## config.mk

```make
export PLATFORM = sky130hd
export DESIGN_NAME = dmem_lsu
export DESIGN_NICKNAME = d
export VERILOG_FILES = /design/src/rtl/dmem_lsu_pkg.sv /design/src/rtl/dmem_lsu_load_align.sv /design/src/rtl/dmem_lsu.sv
export SDC_FILE = /design/constraint.sdc
export NUM_CORES = 1
export LEC_CHECK = 0
export CAP_MARGIN = 15
export CORE_MARGIN = 3
export CORE_UTILIZATION = 35
export DETAILED_ROUTE_END_ITERATION = 10
export PLACE_DENSITY = 0.88
export SLEW_MARGIN = 20
export SYNTH_ARGS = -nofsm -noshare
export SYNTH_HDL_FRONTEND = slang
export SYNTH_HIERARCHICAL = 1
export SYNTH_SLANG_ARGS = --single-unit
```

## constraint.sdc

```tcl
create_clock -name clk -period 3.3 [get_ports clk]
set_input_delay 0.33 -clock clk [delete_from_list [all_inputs] [get_ports clk]]
set_output_delay 0.33 -clock clk [all_outputs]
set_load 0.05 [all_outputs]
```

## src/rtl/dmem_lsu_pkg.sv

```systemverilog
// Shared encodings, state type and lane-mask helper for the data-memory load/store unit.
package dmem_lsu_pkg;

    localparam logic [31:0] DMEM_BASE_DEFAULT   = 32'h0000_8000;
    localparam int          DMEM_ADDR_W_DEFAULT = 14;

    localparam logic [1:0] SZ_B = 2'b00;
    localparam logic [1:0] SZ_H = 2'b01;
    localparam logic [1:0] SZ_W = 2'b10;

    typedef enum logic {
        EMPTY = 1'b0,
        FULL  = 1'b1
    } lsu_state_e;

    // Byte lanes touched by an access of the given size at the given (already aligned) offset.
    function automatic logic [3:0] laneMask(input logic [1:0] size, input logic [1:0] offset);
        logic [3:0] mask;
        mask = 4'b0000;
        case (size)
            SZ_B:    mask = 4'b0001 << offset;
            SZ_H:    mask = offset[1] ? 4'b1100 : 4'b0011;
            SZ_W:    mask = 4'b1111;
            default: mask = 4'b0000;
        endcase
        return mask;
    endfunction

endpackage

```

## src/rtl/dmem_lsu_load_align.sv

```systemverilog
// Selects the addressed lanes of a bank read word and sign- or zero-extends them.
module dmem_lsu_load_align
    import dmem_lsu_pkg::*;
(
    input  logic [31:0] i_rdData,
    input  logic [1:0]  i_offset,
    input  logic [1:0]  i_size,
    input  logic        i_unsigned,
    output logic [31:0] o_data
);

    logic [7:0]  w_byte;
    logic [15:0] w_half;

    always_comb begin
        w_byte = 8'h00;
        case (i_offset)
            2'd0: w_byte = i_rdData[7:0];
            2'd1: w_byte = i_rdData[15:8];
            2'd2: w_byte = i_rdData[23:16];
            2'd3: w_byte = i_rdData[31:24];
            default: w_byte = 8'h00;
        endcase
        w_half = i_offset[1] ? i_rdData[31:16] : i_rdData[15:0];

        o_data = 32'h0;
        case (i_size)
            SZ_B:    o_data = {{24{~i_unsigned & w_byte[7]}}, w_byte};
            SZ_H:    o_data = {{16{~i_unsigned & w_half[15]}}, w_half};
            SZ_W:    o_data = i_rdData;
            default: o_data = 32'h0;
        endcase
    end

endmodule

```

## src/rtl/dmem_lsu.sv

```systemverilog
// Load/store initiator for four byte-lane data banks with a one-deep response slot.
// Define LSU_MISALIGN_TRAP_EN to fault misaligned half/word accesses instead of forcing alignment.
module dmem_lsu
    import dmem_lsu_pkg::*;
#(
    parameter logic [31:0] DMEM_BASE   = DMEM_BASE_DEFAULT,
    parameter int          DMEM_ADDR_W = DMEM_ADDR_W_DEFAULT
) (
    input  logic        clk,
    input  logic        rst,
    input  logic        req_valid,
    output logic        req_ready,
    input  logic        req_we,
    input  logic [31:0] req_addr,
    input  logic [1:0]  req_size,
    input  logic        req_unsigned,
    input  logic [31:0] req_wdata,
    output logic        rsp_valid,
    input  logic        rsp_ready,
    output logic [31:0] rsp_rdata,
    output logic        rsp_err,
    output logic [3:0]  mem_valid,
    output logic [3:0]  mem_we,
    output logic [31:0] mem_addr,
    output logic [31:0] mem_wr_data,
    input  logic [31:0] mem_rd_data
);

    lsu_state_e  r_state;
    logic [1:0]  r_offset;
    logic [1:0]  r_size;
    logic        r_unsigned;
    logic        r_isLoad;
    logic        r_err;

    logic        w_fire;
    logic        w_access;
    logic        w_fault;
    logic        w_sizeBad;
    logic        w_inRange;
    logic        w_misalign;
    logic [1:0]  w_offset;
    logic [32:0] w_base;
    logic [32:0] w_limit;
    logic [32:0] w_addrExt;
    logic [31:0] w_loadData;

    // Window check done in 33 bits so a window ending at 2^32 cannot wrap.
    assign w_base    = {1'b0, DMEM_BASE};
    assign w_limit   = w_base + (33'd1 << DMEM_ADDR_W);
    assign w_addrExt = {1'b0, req_addr};
    assign w_inRange = (w_addrExt >= w_base) && (w_addrExt < w_limit);
    assign w_sizeBad = (req_size == 2'b11);

    // Low address bits are always forced aligned; with trapping, misaligned requests fault anyway.
    always_comb begin
        w_offset = req_addr[1:0];
        if (req_size == SZ_H) begin
            w_offset = {req_addr[1], 1'b0};
        end else if (req_size == SZ_W) begin
            w_offset = 2'b00;
        end
    end

`ifdef LSU_MISALIGN_TRAP_EN
    assign w_misalign = ((req_size == SZ_H) && req_addr[0]) ||
                        ((req_size == SZ_W) && (req_addr[1:0] != 2'b00));
`else
    assign w_misalign = 1'b0;
`endif

    assign w_fault   = w_sizeBad || !w_inRange || w_misalign;
    assign req_ready = (r_state == EMPTY) || rsp_ready;
    assign w_fire    = req_valid && req_ready;
    assign w_access  = w_fire && !w_fault;

    // Banks only move their read address when enabled, so a stalled response stays put.
    assign mem_valid = w_access ? 4'b1111 : 4'b0000;
    assign mem_we    = (w_access && req_we) ? laneMask(req_size, w_offset) : 4'b0000;
    assign mem_addr  = {req_addr[31:2], 2'b00};

    always_comb begin
        mem_wr_data = req_wdata;
        case (req_size)
            SZ_B:    mem_wr_data = {4{req_wdata[7:0]}};
            SZ_H:    mem_wr_data = {2{req_wdata[15:0]}};
            default: mem_wr_data = req_wdata;
        endcase
    end

    always_ff @(posedge clk) begin
        if (rst) begin
            r_state    <= EMPTY;
            r_offset   <= 2'b00;
            r_size     <= SZ_B;
            r_unsigned <= 1'b0;
            r_isLoad   <= 1'b0;
            r_err      <= 1'b0;
        end else if (w_fire) begin
            r_state    <= FULL;
            r_offset   <= w_offset;
            r_size     <= req_size;
            r_unsigned <= req_unsigned;
            r_isLoad   <= !req_we;
            r_err      <= w_fault;
        end else if (rsp_ready) begin
            r_state    <= EMPTY;
            r_isLoad   <= 1'b0;
            r_err      <= 1'b0;
        end
    end

    dmem_lsu_load_align u_align (
        .i_rdData   (mem_rd_data),
        .i_offset   (r_offset),
        .i_size     (r_size),
        .i_unsigned (r_unsigned),
        .o_data     (w_loadData)
    );

    assign rsp_valid = (r_state == FULL);
    assign rsp_err   = r_err;
    assign rsp_rdata = (r_isLoad && !r_err) ? w_loadData : 32'h0;

endmodule

```

==> metrics.log, run 1 <==
INFO  metric cp_top_family = buffers and inverters
INFO  metric avgRoutedWirePerCell = 18.1 µm
INFO  metric grt_usage = 22.4%
INFO  metric footprint_of_the_multi_input_gates = 0.00177 mm²
INFO  metric power.combinational.fraction = 76.5%
INFO  metric vias_per_cell = 5.26
INFO  metric cts_setup_buffers = 0
INFO  metric pin_count_of_the_biggest_net_entering_global_routing = 33
INFO  metric maximum_clock_frequency = roughly 360 MHz
INFO  metric synth_area_per_cell = 7.89 µm²
INFO  metric crit_path_top_delay_cell = sky130_fd_sc_hd__clkdlybuf4s50_1
INFO  metric synthesis.instances = 310
INFO  metric design.die.area = 0.00803 mm²
INFO  metric switching_power = roughly 0.45 mW
INFO  metric cts.repair.resized = 0
INFO  metric power.clock.fraction = between 10% and 20%
INFO  metric final-setup-viol-count = 0
INFO  metric skew = 4.62 ps
INFO  metric path_class = input pin to output pin
INFO  metric drt_iter0_drc = 148
INFO  metric cts.htree.levels = 1
INFO  metric layout.core_utilization = 66.9%
INFO  metric number_of_antenna_violations_at_the_first_check_in_global_routing = 0
INFO  metric cp.required = 2970 ps
INFO  metric start_util = 37.2%
INFO  metric area_growth = 79.6%
INFO  metric clock_insertion_delay_at_the_later_pin_of_the_skew_report = 230 ps
INFO  metric buffer_ports.inserted = approximately 180
INFO  metric max_slew_vio_count = 0
INFO  metric critical_path.max_fanout = 25
INFO  metric powerDensity = 217 mW/mm²
INFO  metric min_path_type = register to register
INFO  metric synthesis.area = between 0.002 and 0.0025 mm²
INFO  metric globalRouteOverflowTotal = 0
INFO  metric most_frequent_cell_on_the_critical_path = sky130_fd_sc_hd__clkdlybuf4s50_1
INFO  metric layout.filler_cells = 493
INFO  metric die_width = 89.6 µm
INFO  metric ios = between 200 and 250
INFO  metric first_global_vias = 2744
INFO  metric ff_latch_count_synth = 8
INFO  metric antenna_left = 0
INFO  metric cell_internal_pwr = 0.507 mW
INFO  metric dp_hpwl = 7770 µm
INFO  metric cpPeakStageDelay = 710 ps
INFO  metric worst-path-buf-inv = 3
INFO  metric post-route-drc-count = 0
INFO  metric clock_tree_from_tritoncts = yes
INFO  metric worstSetupStartpointType = input pin
INFO  metric cts_buffers = 3
INFO  metric fraction_of_the_yosys_area_taken_by_sequential_cells = 6.55%
INFO  metric drt-pass1-iter-count = 4
INFO  metric postCtsHoldBufs = 0
INFO  metric cp-end-kind = output pin
INFO  metric grt_first_pass_wirelength = approximately 14000 µm
INFO  metric layout_min_cycle_time = 2750 ps
INFO  metric clkTransAtPathRegs = 40 ps
INFO  metric transition_at_the_pin_with_the_smallest_max_transition_slack = 726 ps
INFO  metric antennaDiodeCount = 0
INFO  metric final-hold-violation-count = 0
INFO  metric ys_warn_count = 6
INFO  metric placementRows = 29
INFO  metric finalSetupTns = 0 ps
INFO  metric status = complete, no violations
INFO  metric design.final.nets = 541
INFO  metric max_slew_margin = approximately half
INFO  metric clock-sinks = 8
INFO  metric layout_worst_path_cycle_share = a little over four fifths
INFO  metric vdd_ir_drop_max = 0.000145 V
INFO  metric core = 0.00657 mm²
INFO  metric regArea = 160 µm²
INFO  metric unrepaired_setup_endpoints_after_global_routing = no
INFO  metric die_height = 89.6 µm
INFO  metric place_congestion = roughly 0.89
INFO  metric routed-via-count = 2778
INFO  metric root_buffer = sky130_fd_sc_hd__clkbuf_8
INFO  metric wl = 9580 µm
INFO  metric arrival = 2420 ps
INFO  metric share_seq_of_total_power = 11.5%
INFO  metric static_leakage = 1.71 nW
INFO  metric power_switching_share = between 40% and 50%
INFO  metric drive_gt1_share = 28.0%
INFO  metric post_synth_num_cell_types = 45
INFO  metric cts.path.max_buffers = 2
INFO  metric cp_cell_sequence = clkdlybuf4s50_1, buf_4, mux2_2, clkdlybuf4s50_1
INFO  metric maxCapViolCount = 0
[flip-flops by register name (all words and copies together) (netlist names)]
register and flops:
rsp_err 1, r_isLoad 1, rsp_valid 1, r_size 2, r_unsigned 1, r_offset 2
[per-layer routing]
layer / global-route usage [%] / wire length, µm / part of all wire (%) / vias to the layer above
met2: 41.4 / 5050 / 53 / 144
li1: - / - / - / 1316
met5: 0 / 0 / 0 / -
met3: 5.75 / 788 / 8.2 / 20
met4: 9.34 / 293 / 3.1 / 0
met1: 24.0 / 3440 / 36 / 1298
[final timing paths]
| kind | start | to | slack, ps | cells past startpoint |
|---|---|---|---|---|
| worst max-delay path | req_size[1] | mem_wr_data[22] | 550 | 4 |
| worst min-delay path | r_offset[0]$_SDFFE_PP0P_ | r_offset[0]$_SDFFE_PP0P_ | 470 | 2 |
| worst max register to register | rsp_valid$_SDFFE_PP0P_ | rsp_err$_SDFFE_PP0P_ | 1870 | 5 |
| worst min register to register | r_offset[0]$_SDFFE_PP0P_ | r_offset[0]$_SDFFE_PP0P_ | 470 | 2 |
[cell usage after synthesis (all sizes together)]
library cell	instances	share of area [%]
buf	64	19
mux2	34	16
and2	32	8.2
nand2	32	5.0
mux2i	22	9.0
o21ai	17	3.5
o211ai	16	8.2
a22oi	10	3.6
a21oi	9	1.8
clkbuf	9	1.4
dfxtp	8	6.5
a221o	7	2.9
o22ai	7	1.8
nand3	6	1.2
nand2b	5	1.3
nor2b	5	1.3
inv	4	0.61
nor4	4	1.9
nor2	3	0.56
a211oi	2	0.82
nand3b	2	1.1
nor3	2	0.41
a21boi	1	0.31
conb	1	0.15
nand4	1	0.26
nor3b	1	0.51
nor4b	1	0.61
o2111ai	1	0.36
o21a	1	0.31
or3	1	0.26
or3b	1	0.36
xnor2	1	0.36
[cells in the final DEF (no fill, tap or decap), types with 7 or more instances in the layout]
cell / instances
sky130_fd_sc_hd__o21ai_1: 8
sky130_fd_sc_hd__o211ai_2: 16
sky130_fd_sc_hd__o22ai_1: 7
sky130_fd_sc_hd__mux2_2: 29
sky130_fd_sc_hd__dfxtp_1: 8
sky130_fd_sc_hd__mux2i_1: 22
sky130_fd_sc_hd__o21ai_0: 9
sky130_fd_sc_hd__clkdlybuf4s50_1: 133
sky130_fd_sc_hd__nand2_1: 31
sky130_fd_sc_hd__buf_4: 21
sky130_fd_sc_hd__a21oi_1: 9
sky130_fd_sc_hd__buf_12: 40
sky130_fd_sc_hd__and2_1: 32
sky130_fd_sc_hd__a221o_1: 7
sky130_fd_sc_hd__a22oi_1: 9
[through the flow]
step	instances	setup WS, ps	hold slack (ps)	total power [mW]	area, µm²
floorplan	311	886	436	0.602	2450
CTS	528	565	465	0.953	4390
detailed placement	525	577	461	0.833	4350
global placement	525	647	445	0.819	4350
finish	528	554	467	0.953	4390
global route	528	495	480	0.999	4390
[kinds of logic (layout without fill, tap and decap cells)]
logic type                Yosys count  count (layout)  share of synthesized area, %
other                               1               2                         0.153
AOI/OAI and AO/OA                  71              71                          23.6
xor gates and xnor gates            1               1                         0.358
buffers and inverters              77             201                          21.3
and+or+nand+nor                    96              96                          23.0
DFF                                 8               8                          6.55
muxes                              56              56                          25.1
[tightest hold or removal path, delay by kind of cell, from the launching register on]
kind             cells  cell delay (ps)
flip-flops           1              310
AND/OR/NAND/NOR      1               60
AO/OA/AOI/OAI        1               50
[power groups by stage]
stage	Combinational, mW	Sequential, mW	Clock [mW]
after floorplan	0.488	0.114	0
after global placement	0.709	0.110	0
after detailed placement	0.723	0.111	0
after CTS	0.726	0.109	0.118
after global routing	0.762	0.110	0.128
final	0.729	0.109	0.115
[final cells by class]
type | instances | share of cell area (%)
multi-input cells | 226 | 40.3
inverters | 4 | 0.342
well taps | 93 | 2.65
flip-flops and latches | 8 | 3.64
repair buffers | 194 | 52.1
clock buffers | 3 | 0.940
Power figures use the tool's default switching activity.
==> run 2: changes to the inputs <==
CORE_UTILIZATION = 33   (was 35)
PLACE_DENSITY = 0.83   (was 0.88)
clock period = 2.6 ns   (was 3.3 ns; I/O delays follow)
==> metrics.log, run 2 (synthesis gave the netlist of run 1 again) <==
INFO  metric finalSetupTns = 0 ps
INFO  metric critical_path.max_fanout = 11
INFO  metric top_layer = met4
INFO  metric max_slew_vio_count = 0
INFO  metric ios = between 200 and 250
INFO  metric cts.htree.levels = 1
INFO  metric clock_tree_from_tritoncts = yes
INFO  metric layout_commonest_cell = sky130_fd_sc_hd__clkdlybuf4s50_1
INFO  metric drt-pass1-iter-count = 4
INFO  metric powerDensity = 273 mW/mm²
INFO  metric number_of_antenna_violations_at_the_first_check_in_global_routing = 1
INFO  metric die_width = 92.1 µm
INFO  metric crit_path_top_delay_cell = sky130_fd_sc_hd__dfxtp_1
INFO  metric cp_cell_sequence = or3b_1, o22ai_1, a221o_1, and2_1, buf_12
INFO  metric largestRegisters = r_offset: 2 flops, r_size: 2 flops
INFO  metric maximum_clock_frequency = about 420 MHz
INFO  metric arrival = around 2100 ps
INFO  metric max_slew_margin = 64.8%
INFO  metric postCtsHoldBufs = 0
INFO  metric vdd_ir_drop_max = around 0.00019 V
INFO  metric avgRoutedWirePerCell = 16.8 µm
INFO  metric regArea = 160 µm²
INFO  metric status = complete, no violations
INFO  metric layout.core_utilization = 64.5%
INFO  metric clock_insertion_delay_at_the_later_pin_of_the_skew_report = 220 ps
INFO  metric timing.hold.ws = 501 ps
INFO  metric post-route-drc-count = 0
INFO  metric clkTransAtPathRegs = 40 ps
INFO  metric footprint_of_the_multi_input_gates = around 0.0018 mm²
INFO  metric routed-via-count = 2721
INFO  metric cts_setup_buffers = 0
INFO  metric final-setup-viol-count = 0
INFO  metric layout_min_cycle_time = approximately 2400 ps
INFO  metric pin_count_of_the_biggest_net_entering_global_routing = 33
INFO  metric unrepaired_setup_endpoints_after_global_routing = no
INFO  metric grt_first_pass_wirelength = 13900 µm
INFO  metric cp_top_family = simple AND/OR/NAND/NOR gates
INFO  metric wl = 8990 µm
INFO  metric design.final.nets = 544
INFO  metric layout.filler_cells = 545
INFO  metric maxCapViolCount = 0
INFO  metric cp-end-kind = output pin
INFO  metric drive_gt1_share = a little under a third
INFO  metric core = 0.00698 mm²
INFO  metric grt_usage = 20.1%
INFO  metric mostFrequentLayoutCells = 120 x sky130_fd_sc_hd__clkdlybuf4s50_1, 49 x sky130_fd_sc_hd__buf_12, 32 x sky130_fd_sc_hd__and2_1
INFO  metric path_class = register to output pin
INFO  metric cts_buffers = 3
INFO  metric first_global_vias = 2760
INFO  metric design.die.area = 0.00848 mm²
INFO  metric cp.required = 2340 ps
INFO  metric cts.path.max_buffers = 2
INFO  metric static_leakage = around 1.8 nW
INFO  metric dp_hpwl = 7450 µm
INFO  metric vias_per_cell = 5.09
INFO  metric start_util = 35.0%
INFO  metric worst-path-buf-inv = 1
INFO  metric met2RoutedLength = between 4000 and 5000 µm
INFO  metric die_height = 92.1 µm
INFO  metric placementRows = 30
INFO  metric transition_at_the_pin_with_the_smallest_max_transition_slack = 526 ps
INFO  metric globalRouteOverflowTotal = 0
INFO  metric buffer_ports.inserted = 184
INFO  metric drt_iter0_drc = 118
INFO  metric worstSetupStartpointType = register
INFO  metric area_growth = 84.1%
INFO  metric total_power = 1.23 mW
INFO  metric cpPeakStageDelay = 580 ps
INFO  metric cts.repair.resized = 0
INFO  metric met3_wirelength = 744 µm
INFO  metric place_congestion = 0.845
INFO  metric final-hold-violation-count = 0
INFO  metric min_path_type = register to register
INFO  metric skew = 1.14 ps
INFO  metric wl_met1 = approximately 3200 µm
INFO  metric root_buffer = sky130_fd_sc_hd__clkbuf_8
INFO  metric clock-sinks = 8
INFO  metric layout_worst_path_cycle_share = roughly 90%
INFO  metric antenna_left = 0
## run 2: cell count changes in the layout (fill, tap and decap cells not counted), sizes merged
cell / delta
diode: +1
buf: +16
clkdlybuf4s50: -13
## run 2: layout make-up
class / instances / area share [%]
flip-flops and latches: 8 / 3.56
well taps: 96 / 2.67
inverters: 4 / 0.333
multi-input cells: 226 / 39.3
repair buffers: 197 / 53.1
diodes: 1 / 0.0556
clock buffers: 3 / 0.917
## run 2: tightest hold or removal path: stages (launching register included)
cell and delay [ps]:
sky130_fd_sc_hd__dfxtp_1 300, sky130_fd_sc_hd__nand3b_1 80, sky130_fd_sc_hd__a21oi_1 60
## run 2: through the flow
stage	area [µm²]	instances	setup WS (ps)
3_5_place_dp	4460	531	399
3_3_place_gp	4460	531	435
6_report	4500	535	234
4_1_cts	4500	534	266
5_1_grt	4500	535	156
2_1_floorplan	2450	311	256
## run 2: routing by layer
layer | GRT usage [%] | up-vias
li1 | - | 1322
met2 | 37.4 | 143
met4 | 7.30 | 0
met5 | 0 | -
met3 | 4.43 | 14
met1 | 22.1 | 1242
## run 2: path summary, 6_finish.rpt
path | from | endpoint | slack (ps) | cells past startpoint
hold reg to reg | r_isLoad$_SDFFE_PP0P_ | r_isLoad$_SDFFE_PP0P_ | 500 | 2
setup reg to reg | rsp_valid$_SDFFE_PP0P_ | rsp_err$_SDFFE_PP0P_ | 1340 | 5
setup / recovery | r_offset[1]$_SDFFE_PP0P_ | rsp_rdata[3] | 230 | 5
hold / removal | r_isLoad$_SDFFE_PP0P_ | r_isLoad$_SDFFE_PP0P_ | 500 | 2
## run 2: where the power goes
part           leakage [nW]  internal (mW)  switching, mW
combinational          1.69          0.441          0.503
clock                0.0216         0.0998         0.0441
sequential           0.0659          0.131         0.0124
total                  1.78          0.672          0.560
==> run 3: changes to the inputs <==
CORE_MARGIN = 2   (was 3)
GPL_TIMING_DRIVEN = 0   (was default)
==> metrics.log, run 3 (synthesis gave the netlist of run 1 again) <==
INFO  metric globalRouteOverflowTotal = 0
INFO  metric cp-end-kind = output pin
INFO  metric grt_first_pass_wirelength = 15000 µm
INFO  metric powerDensity = between 200 and 300 mW/mm²
INFO  metric largestRegisters = r_offset: 2 flops, r_size: 2 flops
INFO  metric timing.hold.ws = 375 ps
INFO  metric switching_power = 0.600 mW
INFO  metric whs_endpoint = r_unsigned$_SDFFE_PP0P_
INFO  metric power_switching_share = 47.7%
INFO  metric ios = approximately 210
INFO  metric cts.path.max_buffers = 2
INFO  metric worst_r2r_endpoint = rsp_err$_SDFFE_PP0P_
INFO  metric die_height = 90.1 µm
INFO  metric place_congestion = ~0.9
INFO  metric path_class = input pin to output pin
INFO  metric final-hold-violation-count = 0
INFO  metric layout_min_cycle_time = 2560 ps
INFO  metric crit_path_top_delay_cell = sky130_fd_sc_hd__clkdlybuf4s50_1
INFO  metric power.combinational.fraction = 77.4%
INFO  metric final_cell_count_no_fill = 606
INFO  metric min_from = rst
INFO  metric start_util = 33.9%
INFO  metric hold-path-cell-count = 2
INFO  metric cts_buffers = 3
INFO  metric clock_insertion_delay_at_the_later_pin_of_the_skew_report = 230 ps
INFO  metric cp_cell_sequence = clkdlybuf4s50_1, mux2_4, a22oi_4, buf_6, o21ai_1, and2_1, clkdlybuf4s15_1
INFO  metric wl = about 9500 µm
INFO  metric skew = 2.76 ps
INFO  metric post-route-drc-count = 0
INFO  metric critical_path.max_fanout = 10
INFO  metric cp.required = 2340 ps
INFO  metric global_route.usage.met2 = between 40 and 50%
INFO  metric first_global_vias = 3074
INFO  metric reg2reg_setup_slack = 1320 ps
INFO  metric dp_hpwl = 8080 µm
INFO  metric mostFrequentLayoutCells = 143 x sky130_fd_sc_hd__clkdlybuf4s50_1, 47 x sky130_fd_sc_hd__buf_4, 32 x sky130_fd_sc_hd__and2_1
INFO  metric design.die.area = 0.00812 mm²
INFO  metric drive_gt1_share = 28.2%
INFO  metric cts.htree.levels = 1
INFO  metric min_path_type = input pin to register
INFO  metric core = 0.00721 mm²
INFO  metric vdd_ir_drop_max = roughly 0.00017 V
INFO  metric cell_internal_pwr = around 0.66 mW
INFO  metric gr-usage-met1 = 22.5%
INFO  metric status = complete, no violations
INFO  metric grt_usage = 22.3%
INFO  metric m3_gr_usage = 7.12%
INFO  metric arrival = 2300 ps
INFO  metric routed-via-count = 2981
INFO  metric reg2regPathDepth = 5
INFO  metric layout_commonest_cell = sky130_fd_sc_hd__clkdlybuf4s50_1
INFO  metric antenna_left = 0
INFO  metric total_power = 1.26 mW
INFO  metric grt_most_used_layer = met2
INFO  metric avgRoutedWirePerCell = around 16 µm
INFO  metric max_slew_margin = 59.2%
INFO  metric buffer_ports.inserted = 193
INFO  metric clkTransAtPathRegs = 40 ps
INFO  metric area_growth = 81.5%
INFO  metric layout_worst_path_cycle_share = 98.5%
INFO  metric max_slew_vio_count = 0
INFO  metric drt-pass1-iter-count = 4
INFO  metric source_of_the_worst_register_to_register_timing_path = rsp_valid$_SDFFE_PP0P_
INFO  metric dp.cells = around 600
INFO  metric maxCapViolCount = 0
INFO  metric clock-sinks = 8
INFO  metric transition_at_the_pin_with_the_smallest_max_transition_slack = roughly 600 ps
INFO  metric clock_tree_from_tritoncts = yes
INFO  metric root_buffer = sky130_fd_sc_hd__clkbuf_8
INFO  metric pin_count_of_the_biggest_net_entering_global_routing = 11
INFO  metric vias_per_cell = 4.92
INFO  metric design.final.nets = approximately 610
INFO  metric power.clock.fraction = 11.7%
INFO  metric cpPeakStageDelay = 510 ps
INFO  metric share_seq_of_total_power = 10.8%
INFO  metric static_leakage = 1.95 nW
INFO  metric drt_iter0_drc = 95
INFO  metric worstSetupStartpointType = input pin
INFO  metric antennaDiodeCount = 0
INFO  metric placementRows = 31
INFO  metric number_of_antenna_violations_at_the_first_check_in_global_routing = 0
INFO  metric die_width = 90.1 µm
INFO  metric layout.core_utilization = between 60% and 70%
INFO  metric maximum_clock_frequency = between 300 and 400 MHz
INFO  metric final-setup-viol-count = 0
run 3: cell count changes in the layout (fill, tap and decap cells not counted), sizes merged:
cell           before  now
clkbuf              3   30
clkdlybuf4s50     120  143
dlygate4sd2         0   23
buf                77   65
clkdlybuf4s15       0    6
dlymetal6s2s        0    2
diode               1    0
run 3: critical path, delay by kind of cell:
kind | cells | cell delay [ps]
compound gates | 2 | 380
buf+inv | 3 | 1170
mux | 1 | 330
simple gates | 1 | 160
run 3: area by class of cell:
cell class	instances	area (µm²)
buffer	73	505
timing repair buffer	193	1820
clock buffer	3	41.3
sequential	8	160
fill	659	2770
multi-input combinational	226	1780
inverter	4	15.0
tap	99	124
run 3: timing repair:
item,CTS,global route
hold buffers,0,0
endpoints found under the setup margin,48,25
gates resized for setup,49,45
buffers inserted,0,0
run 3: worst max path at each step:
stage / slack, ps / to / startpoint
after detailed placement: -390 / mem_valid[3] / req_addr[30]
after CTS: 6 / mem_we[3] / req_addr[30]
after global placement: -360 / mem_valid[3] / req_addr[30]
after global routing: -20 / mem_wr_data[18] / req_size[1]
final: 40 / rsp_rdata[12] / mem_rd_data[23]
after floorplan: 260 / mem_we[3] / rsp_valid$_SDFFE_PP0P_
run 3: power by group through the flow:
stage / sequential (mW) / combinational, mW / clock, mW
finish: 0.136 / 0.974 / 0.147
global route: 0.137 / 1.03 / 0.159
detailed placement: 0.138 / 0.991 / 0
CTS: 0.136 / 0.975 / 0.150
global placement: 0.138 / 0.982 / 0
floorplan: 0.144 / 0.619 / 0
run 3: per-layer routing:
| layer | vias up | part of all wire, % |
|---|---|---|
| met1 | 1351 | 34 |
| li1 | 1456 | - |
| met5 | - | 0 |
| met3 | 19 | 10 |
| met2 | 155 | 53 |
| met4 | 0 | 2.7 |
run 3: through the flow:
stage | setup TNS (ps) | setup WS (ps) | area [µm²]
floorplan | 0 | 256 | 2450
global placement | -5640 | -362 | 4510
detailed placement | -6630 | -387 | 4510
CTS | 0 | 6.24 | 4490
global route | -44.3 | -15.0 | 4440
finish | 0 | 39.2 | 4440
